$ cat src/rtl/uart_tx_frame_engine.sv
// UART transmit frame engine: start bit, 5-9 data bits LSB first, optional parity,
// then 1 or 2 stop bits. Bit timing comes from an external oversample tick.
module uart_tx_frame_engine #(
  parameter int unsigned OVERSAMPLE = 16
) (
  input  logic       clk,
  input  logic       rst_n,
  input  logic       tick_os,
  input  logic [8:0] tx_data,
  input  logic       tx_valid,
  output logic       tx_ready,
  input  logic [3:0] data_bits,
  input  logic [1:0] parity_mode,
  input  logic       stop_bits,
  output logic       txd,
  output logic       tx_busy,
  output logic [3:0] bit_count,
  output logic       frame_done
);

  localparam int unsigned CW = (OVERSAMPLE > 1) ? $clog2(OVERSAMPLE) : 1;
  localparam logic [CW-1:0] CNT_LAST = CW'(OVERSAMPLE - 1);

  typedef enum logic [2:0] {
    S_IDLE, S_START, S_DATA, S_PARITY, S_STOP1, S_STOP2
  } state_t;

  state_t        r_state, w_state_nxt;
  logic [CW-1:0] r_cnt, w_cnt_nxt;
  logic [8:0]    r_data, w_data_nxt;
  logic [3:0]    r_nbits, w_nbits_nxt;
  logic [1:0]    r_pmode, w_pmode_nxt;
  logic          r_stop2, w_stop2_nxt;
  logic [3:0]    r_bitcnt, w_bitcnt_nxt;
  logic          r_txd, w_txd_nxt;
  logic          r_done, w_done_nxt;

  logic [3:0]    w_nbits_clamp;
  logic [8:0]    w_mask;
  logic [3:0]    w_bitcnt_inc;
  logic          w_parity;
  logic          w_bit_end;

  always_comb begin
    w_nbits_clamp = data_bits;
    if (data_bits < 4'd5)      w_nbits_clamp = 4'd5;
    else if (data_bits > 4'd9) w_nbits_clamp = 4'd9;
  end

  // Unused upper bits are cleared at latch time so parity only sees frame bits.
  assign w_mask       = 9'h1FF >> (4'd9 - w_nbits_clamp);
  assign w_bitcnt_inc = r_bitcnt + 4'd1;
  assign w_bit_end    = tick_os && (r_cnt == CNT_LAST);

  always_comb begin
    case (r_pmode)
      2'd1:    w_parity = ~^r_data;
      2'd2:    w_parity = ^r_data;
      default: w_parity = 1'b1;
    endcase
  end

  always_comb begin
    w_state_nxt  = r_state;
    w_cnt_nxt    = r_cnt;
    w_data_nxt   = r_data;
    w_nbits_nxt  = r_nbits;
    w_pmode_nxt  = r_pmode;
    w_stop2_nxt  = r_stop2;
    w_bitcnt_nxt = r_bitcnt;
    w_txd_nxt    = r_txd;
    w_done_nxt   = 1'b0;

    if (r_state == S_IDLE) begin
      if (tx_valid) begin
        w_data_nxt   = tx_data & w_mask;
        w_nbits_nxt  = w_nbits_clamp;
        w_pmode_nxt  = parity_mode;
        w_stop2_nxt  = stop_bits;
        w_state_nxt  = S_START;
        w_cnt_nxt    = '0;
        w_bitcnt_nxt = '0;
        w_txd_nxt    = 1'b0;
      end
    end else if (tick_os) begin
      w_cnt_nxt = w_bit_end ? '0 : r_cnt + CW'(1);
      if (w_bit_end) begin
        // txd is loaded with the value of the state being entered.
        case (r_state)
          S_START: begin
            w_state_nxt  = S_DATA;
            w_bitcnt_nxt = '0;
            w_txd_nxt    = r_data[0];
          end
          S_DATA: begin
            if (r_bitcnt == r_nbits - 4'd1) begin
              w_bitcnt_nxt = '0;
              if (r_pmode != 2'd0) begin
                w_state_nxt = S_PARITY;
                w_txd_nxt   = w_parity;
              end else begin
                w_state_nxt = S_STOP1;
                w_txd_nxt   = 1'b1;
              end
            end else begin
              w_bitcnt_nxt = w_bitcnt_inc;
              w_txd_nxt    = r_data[w_bitcnt_inc];
            end
          end
          S_PARITY: begin
            w_state_nxt = S_STOP1;
            w_txd_nxt   = 1'b1;
          end
          S_STOP1: begin
            w_txd_nxt = 1'b1;
            if (r_stop2) begin
              w_state_nxt = S_STOP2;
            end else begin
              w_state_nxt = S_IDLE;
              w_done_nxt  = 1'b1;
            end
          end
          default: begin
            w_state_nxt = S_IDLE;
            w_txd_nxt   = 1'b1;
            w_done_nxt  = 1'b1;
          end
        endcase
      end
    end
  end

  always_ff @(posedge clk or negedge rst_n) begin
    if (!rst_n) begin
      r_state  <= S_IDLE;
      r_cnt    <= '0;
      r_data   <= '0;
      r_nbits  <= 4'd5;
      r_pmode  <= '0;
      r_stop2  <= 1'b0;
      r_bitcnt <= '0;
      r_txd    <= 1'b1;
      r_done   <= 1'b0;
    end else begin
      r_state  <= w_state_nxt;
      r_cnt    <= w_cnt_nxt;
      r_data   <= w_data_nxt;
      r_nbits  <= w_nbits_nxt;
      r_pmode  <= w_pmode_nxt;
      r_stop2  <= w_stop2_nxt;
      r_bitcnt <= w_bitcnt_nxt;
      r_txd    <= w_txd_nxt;
      r_done   <= w_done_nxt;
    end
  end

  assign txd        = r_txd;
  assign tx_ready   = (r_state == S_IDLE);
  assign tx_busy    = (r_state != S_IDLE);
  assign bit_count  = r_bitcnt;
  assign frame_done = r_done;

endmodule

$ cat config.mk
export PLATFORM = sky130hd
export DESIGN_NAME = uart_tx_frame_engine
export DESIGN_NICKNAME = d
export VERILOG_FILES = /design/src/rtl/uart_tx_frame_engine.sv
export SDC_FILE = /design/constraint.sdc
export NUM_CORES = 1
export LEC_CHECK = 0
export CAP_MARGIN = 20
export CELL_PAD_IN_SITES_DETAIL_PLACEMENT = 1
export CELL_PAD_IN_SITES_GLOBAL_PLACEMENT = 1
export CORE_AREA = 2 2 72 74
export DETAILED_ROUTE_END_ITERATION = 8
export DIE_AREA = 0 0 74 76
export PLACE_DENSITY_LB_ADDON = 0.1
export SYNTH_ARGS = -nofsm -noshare
export SYNTH_HDL_FRONTEND = slang
export SYNTH_SLANG_ARGS = --single-unit
$ cat constraint.sdc
create_clock -name clk -period 2.09 [get_ports clk]
set_input_delay 0.209 -clock clk [delete_from_list [all_inputs] [get_ports clk]]
set_output_delay 0.209 -clock clk [all_outputs]
set_load 0.005 [all_outputs]
# Word level (Yosys, flattened, before mapping)
# Cells that the tools add are included.
[totals] out_inout_bits=8 register_bits=29 in_bits=20
[op_classes] n_lt_le_gt_ge=3 reduce_logical=15 n_eq_ne=10 add_sub_neg=4 shift=1 mux=34 bitwise=1
[op_table] operator="$mux W4" count=10
[op_table] operator="$mux W3" count=7
[op_table] operator="$pmux W3 S4" count=1
[op_table] operator="$mux W1" count=11
[op_table] operator="$and A9 B9 Y9" count=1
[op_table] operator="$reduce_xnor A9 Y1" count=1
[op_table] operator="$reduce_xor A9 Y1" count=1
[op_table] operator="$shr A9 B4 Y9 const A" count=1
[op_table] operator="$add A4 B1 Y4 const B" count=2
[op_table] operator="$pmux W4 S2" count=1
[op_table] operator="$reduce_and A4 Y1" count=2
[op_table] operator="$eq A3 B2 Y1 const B" count=2
[op_table] operator="$pmux W1 S2" count=3
[op_table] operator="$reduce_bool A2 Y1" count=3
[op_table] operator="$reduce_bool A3 Y1" count=2
[op_table] operator="$lt A4 B5 Y1 const B" count=1
[op_table] operator="$bmux W1 S4" count=1
[op_table] operator="$eq A4 B4 Y1" count=1
[op_table] operator="$eq A4 B4 Y1 const B" count=1
[op_table] operator="$gt A4 B4 Y1 const B" count=1
[op_table] operator="$lt A4 B3 Y1 const B" count=1
[op_table] operator="$reduce_and A2 Y1" count=2
[op_table] operator="$sub A4 B1 Y4 const B" count=1
[op_table] operator="$sub A4 B4 Y4 const A" count=1
[op_table] operator="10 further kinds" count=10

# Longest topological paths before layout
[depth] word_depth=8 depth_mapped=8 ltp_nobuf=8

# Worst setup path before layout
# Ideal clock, no wire load.
[synth_timing] path_kind="register -> register" startpoint="register r_nbits[0]" endpoint="register r_state[1]" stages_incl_launch_ff=9 setup_slack_ns=0.129 t_arrival_ns=1.836 setup_time_ns=0.125 n_path_buf=0 synth_period_minus_slack_ns=1.961 cell_sequence="dfstp_2 -> inv_1 -> ha_1 -> xor2_1 -> nand2_1 -> o31ai_4 -> o21a_4 -> o31ai_1 -> mux2_4"
[synth_via] elab_chain_len=4
[synth_lines] element="start: declaration" line_no="31" source="logic [3:0] r_nbits, w_nbits_nxt;"
[synth_lines] element="start signal: assignment" line_no="148" source="r_nbits <= w_nbits_nxt;"
[synth_lines] element="$sub A4 B1 Y4" line_no="96" source="if (r_bitcnt == r_nbits - 4'd1) begin"
[synth_lines] element="$eq A4 B4 Y1" line_no="96"
[synth_lines] element="$ne A3 B3 Y1 (no line)"
[synth_lines] element="$reduce_and A4 Y1 (no line)"
[synth_lines] element="end signal: assignment" line_no="145" source="r_state <= w_state_nxt;"
[synth_lines] element="end: declaration" line_no="28" source="state_t r_state, w_state_nxt;"
# No other way between the ends.
# A chain may end at the register's enable or synchronous reset.

# Final worst setup path
[layout_timing] startpoint="register r_nbits[0]" endpoint="register r_bitcnt[2] (netlist: bit_count[2])"
[layout_via] elab_chain_len=7
[layout_lines] element="$sub A4 B1 Y4" line_no="96"
[layout_lines] element="$eq A4 B4 Y1" line_no="96"
[layout_lines] element="$mux W4" line_no="96"
[layout_lines] element="$pmux W4 S2" line_no="89" source="case (r_state)"
[layout_lines] element="$mux W4" line_no="87" source="if (w_bit_end) begin"
[layout_lines] element="$mux W4" line_no="85" source="end else if (tick_os) begin"
[layout_lines] element="$mux W4" line_no="74" source="if (r_state == S_IDLE) begin"
[layout_lines] element="end signal: assignment" line_no="151" source="r_bitcnt <= w_bitcnt_nxt;"
[layout_lines] element="end: declaration" line_no="34" source="logic [3:0] r_bitcnt, w_bitcnt_nxt;"
# No other way between the ends. The select of a mux whose other input is x is not followed.

==> results_dict.tcl <==
set metrics [dict create \
    clockBufferDepth 2 \
    clock_skew_ns 0.009163 \
    period_share_pct 95.38 \
    finalSetupViolations 0 \
    crit_chain "inv_1 -> ha_1 -> xnor2_2 -> xnor2_2 -> o31ai_4 -> buf_4 -> or2_2 -> o21ai_2" \
    grt_usage_pct 17.21 \
    crit_family "flip-flops" \
    period_needed_ns 1.993 \
    hold_path_class "in2async" \
    final_antenna_net_count 0 \
    cts_buffers 5 \
    syn_inst 183 \
    seq_area_frac_synth_pct 41.52 \
    fmax_mhz 501.7 \
    core_area_um2 4912 \
    ys_types 48 \
    num_rows 26 \
    clock_latency_ns 0.28 \
    outcome "finished, final reports clean" \
    dr.pass1.iters 4 \
    hold_viol 0 \
    final_cells 295 \
    yosysTopAreaCellShare_pct 37.04 \
    synth_ff_type "dfrtp_1" \
    placed_cells 284 \
    multi_input_area_um2 963.4 \
    max-slew-margin-rel_pct 69.33 \
    synth_top_cell_by_area "dfrtp_1" \
    port_buffers 27 \
    ff2ff_path_depth 8 \
    cp_num_cells 8 \
    crit_top_cell "xnor2_2" \
    path_max_fanout 4 \
    fp.dieW_um 74 \
    io_pins 28 \
    clk_pin_slew_worst_paths_ns 0.06 \
    syn_area_um2 1757 \
    cts_root_buf "clkbuf_8" \
    antenna_found_initial 0 \
    synth_area_per_cell_um2 9.599 \
    p_per_area_nw_per_um2 1066 \
    grtUsageMet2_pct 27.68 \
    grt_pass1_wl_um 7431 \
    synth_area_leaders "dfrtp_1 37%, nand2_1 6.6%, xnor2_1 5.5%" \
    die_h_um 76 \
    maxCapViolations 0 \
    synth_warnings 0 \
    worst_slew_pin_slew_ns 0.4591 \
    busiest_layer "met2" \
    regArea_um2 729.5 \
    gp_congestion 0.8514 \
    critical_path.slowest_cell "dfstp_2" \
    routedWlPerCell_um 15.07 \
    peakVddDrop_mv 0.4535 \
    cts_tree "built" \
    use_met1_pct 23.08 \
    cp_num_buf_inv 2 \
    start_kind "flip-flop" \
    syn_to_final_growth_pct 29.42 \
    cp-end-kind "flip-flop" \
    drv_slew 0 \
    dr_total_vias 1505 \
    synth_nets 209 \
    synth-seq-cells 29 \
    timing.critical_path.required_ns 2.30 \
    via_per_inst 5.102 \
    final_net_count 250 \
    ys_async_sr_fraction_pct 100.0 \
    grt_max_degree 30 \
    worstSetupPathType "reg2reg" \
    first_global_vias 1550 \
    met3_usage_pct 3.704 \
    drt-total-wl_um 4446 \
    setup_tns_ns 0 \
    fill_cells 559 \
    clock_sinks 29 \
    synth_edf_count 0 \
    grt-ovfl-total 0 \
    layout-drive-gt1-share_pct 16.89 \
    htree_levels 2 \
    initial_utilization_pct 35.76 \
    critPathMaxStageDelay_ns 0.53 \
    hpwl_um 3435 \
    n_antenna_cell 0 \
    dieArea_um2 5624 \
    drc 0 \
    drt-initial-drc-count 107 \
    cellLeakagePower_nw 1.001 \
    arrival_ns 2.21 \
]
[worst reg2reg max path, delay by kind of cell (launching register included)]
kind	cells	cell delay, ns
AO/OA/AOI/OAI	2	0.23
buffers and inverters	2	0.23
XOR/XNOR	2	0.38
AND/OR/NAND/NOR	1	0.32
flip-flops	1	0.53
adder cells (fa/ha/maj)	1	0.23
[routing by layer]
metal / up-vias / routed length, um
met1: 754 / 2050
met2: 23 / 2201
li1: 722 / -
met4: 0 / 54
met5: - / 0
met3: 6 / 139
[flip-flops by register name, summed over array words and instances, names as in the netlist]
name	cells
r_pmode	2
r_cnt	4
r_stop2	1
txd	1
r_state	3
r_data	9
bit_count	4
r_nbits	4
frame_done	1
[Yosys cell counts, drive strengths merged, types with 2 or more instances]
library cell,n
a21oi,6
a22o,3
buf,5
clkbuf,3
dfrtp,26
dfstp,3
ha,6
inv,6
mux2i,3
mux4,2
nand2,31
nand2b,2
nand3,9
nand3b,3
nand4b,2
nor2,11
nor2b,2
nor3,4
nor3b,2
o21a,2
o21ai,14
o31ai,3
xnor2,11
xor2,5
[timing repair]
action	4_1_cts	5_1_grt
setup buffers	2	1
pin swaps	1	1
cloned	0	0
endpoints found under the setup margin	1	3
resized for setup	2	4
hold buffers	0	0
[per-stage QoR]
stage | setup slack [ns] | utilization [%] | hold slack (ns) | cell area (um2) | power [W]
after global placement | 0.05575 | 43.76 | 0.4962 | 2150 | 0.001901
after CTS | 0.05452 | 46.05 | 0.3308 | 2262 | 0.002436
after detailed placement | -0.03158 | 43.76 | 0.4987 | 2150 | 0.001942
after floorplan | 0.1289 | - | -0.08659 | 1757 | 0.001653
after global routing | -0.001951 | 46.28 | 0.3434 | 2273 | 0.002596
final | 0.09663 | 46.28 | 0.3142 | 2273 | 0.002423
[report_power, final]
group | internal [W] | switching, W | total (W) | leakage [nW]
Clock | 0.000230 | 0.000221 | 0.000451 | 0.0450
Combinational | 0.000556 | 0.000517 | 0.00107 | 0.579
Sequential | 0.000730 | 0.000170 | 0.000899 | 0.377
Total | 0.00152 | 0.000907 | 0.00242 | 1.00
[final timing paths]
| kind | start | endpoint | slack (ns) |
|---|---|---|---|
| max in group asynchronous | rst_n | r_nbits[2] | 1.45 |
| min | rst_n | r_state[0] | 0.31 |
| max reg2reg | r_nbits[0] | bit_count[2] | 0.1 |
| min in group clk | parity_mode[0] | r_pmode[0] | 0.47 |
| min reg2reg | r_nbits[3] | r_nbits[3] | 0.51 |
| max | r_nbits[0] | bit_count[2] | 0.1 |
[logic make-up after synthesis]
kind of cell / count (synthesis) / share of synthesized area, %
XOR/XNOR: 17 / 9.259
buffers and inverters: 15 / 4.700
multiplexers: 6 / 5.128
AND/OR/NAND/NOR: 74 / 20.94
flip-flops: 29 / 41.52
AO/OA/AOI/OAI: 36 / 14.17
adder cells (fa/ha/maj): 6 / 4.273
[cell usage in the layout, fill, tap and decap left out, types with 3 or more instances in the layout]
cell and count:
nand2_1 31, clkdlybuf4s50_1 27, dfrtp_1 26, buf_4 15, nor2_1 11, o21ai_0 11, xnor2_1 9, nand3_1 9
inv_1 6, a21oi_1 6, ha_1 6, xor2_1 5, clkbuf_8 5, nor3_1 4, clkinv_2 3, nand3b_1 3
mux2i_1 3, a22o_1 3, dfstp_2 3
[layout make-up]
| type | count | share of cell area [%] |
|---|---|---|
| repair buffers | 42 | 16.84 |
| clock buffers | 6 | 3.192 |
| clock inverters | 2 | 0.4403 |
| flip-flops and latches | 29 | 32.09 |
| inverters | 7 | 1.211 |
| multi-input cells | 139 | 42.38 |
| well taps | 70 | 3.853 |
Power figures use the tool's default switching activity.
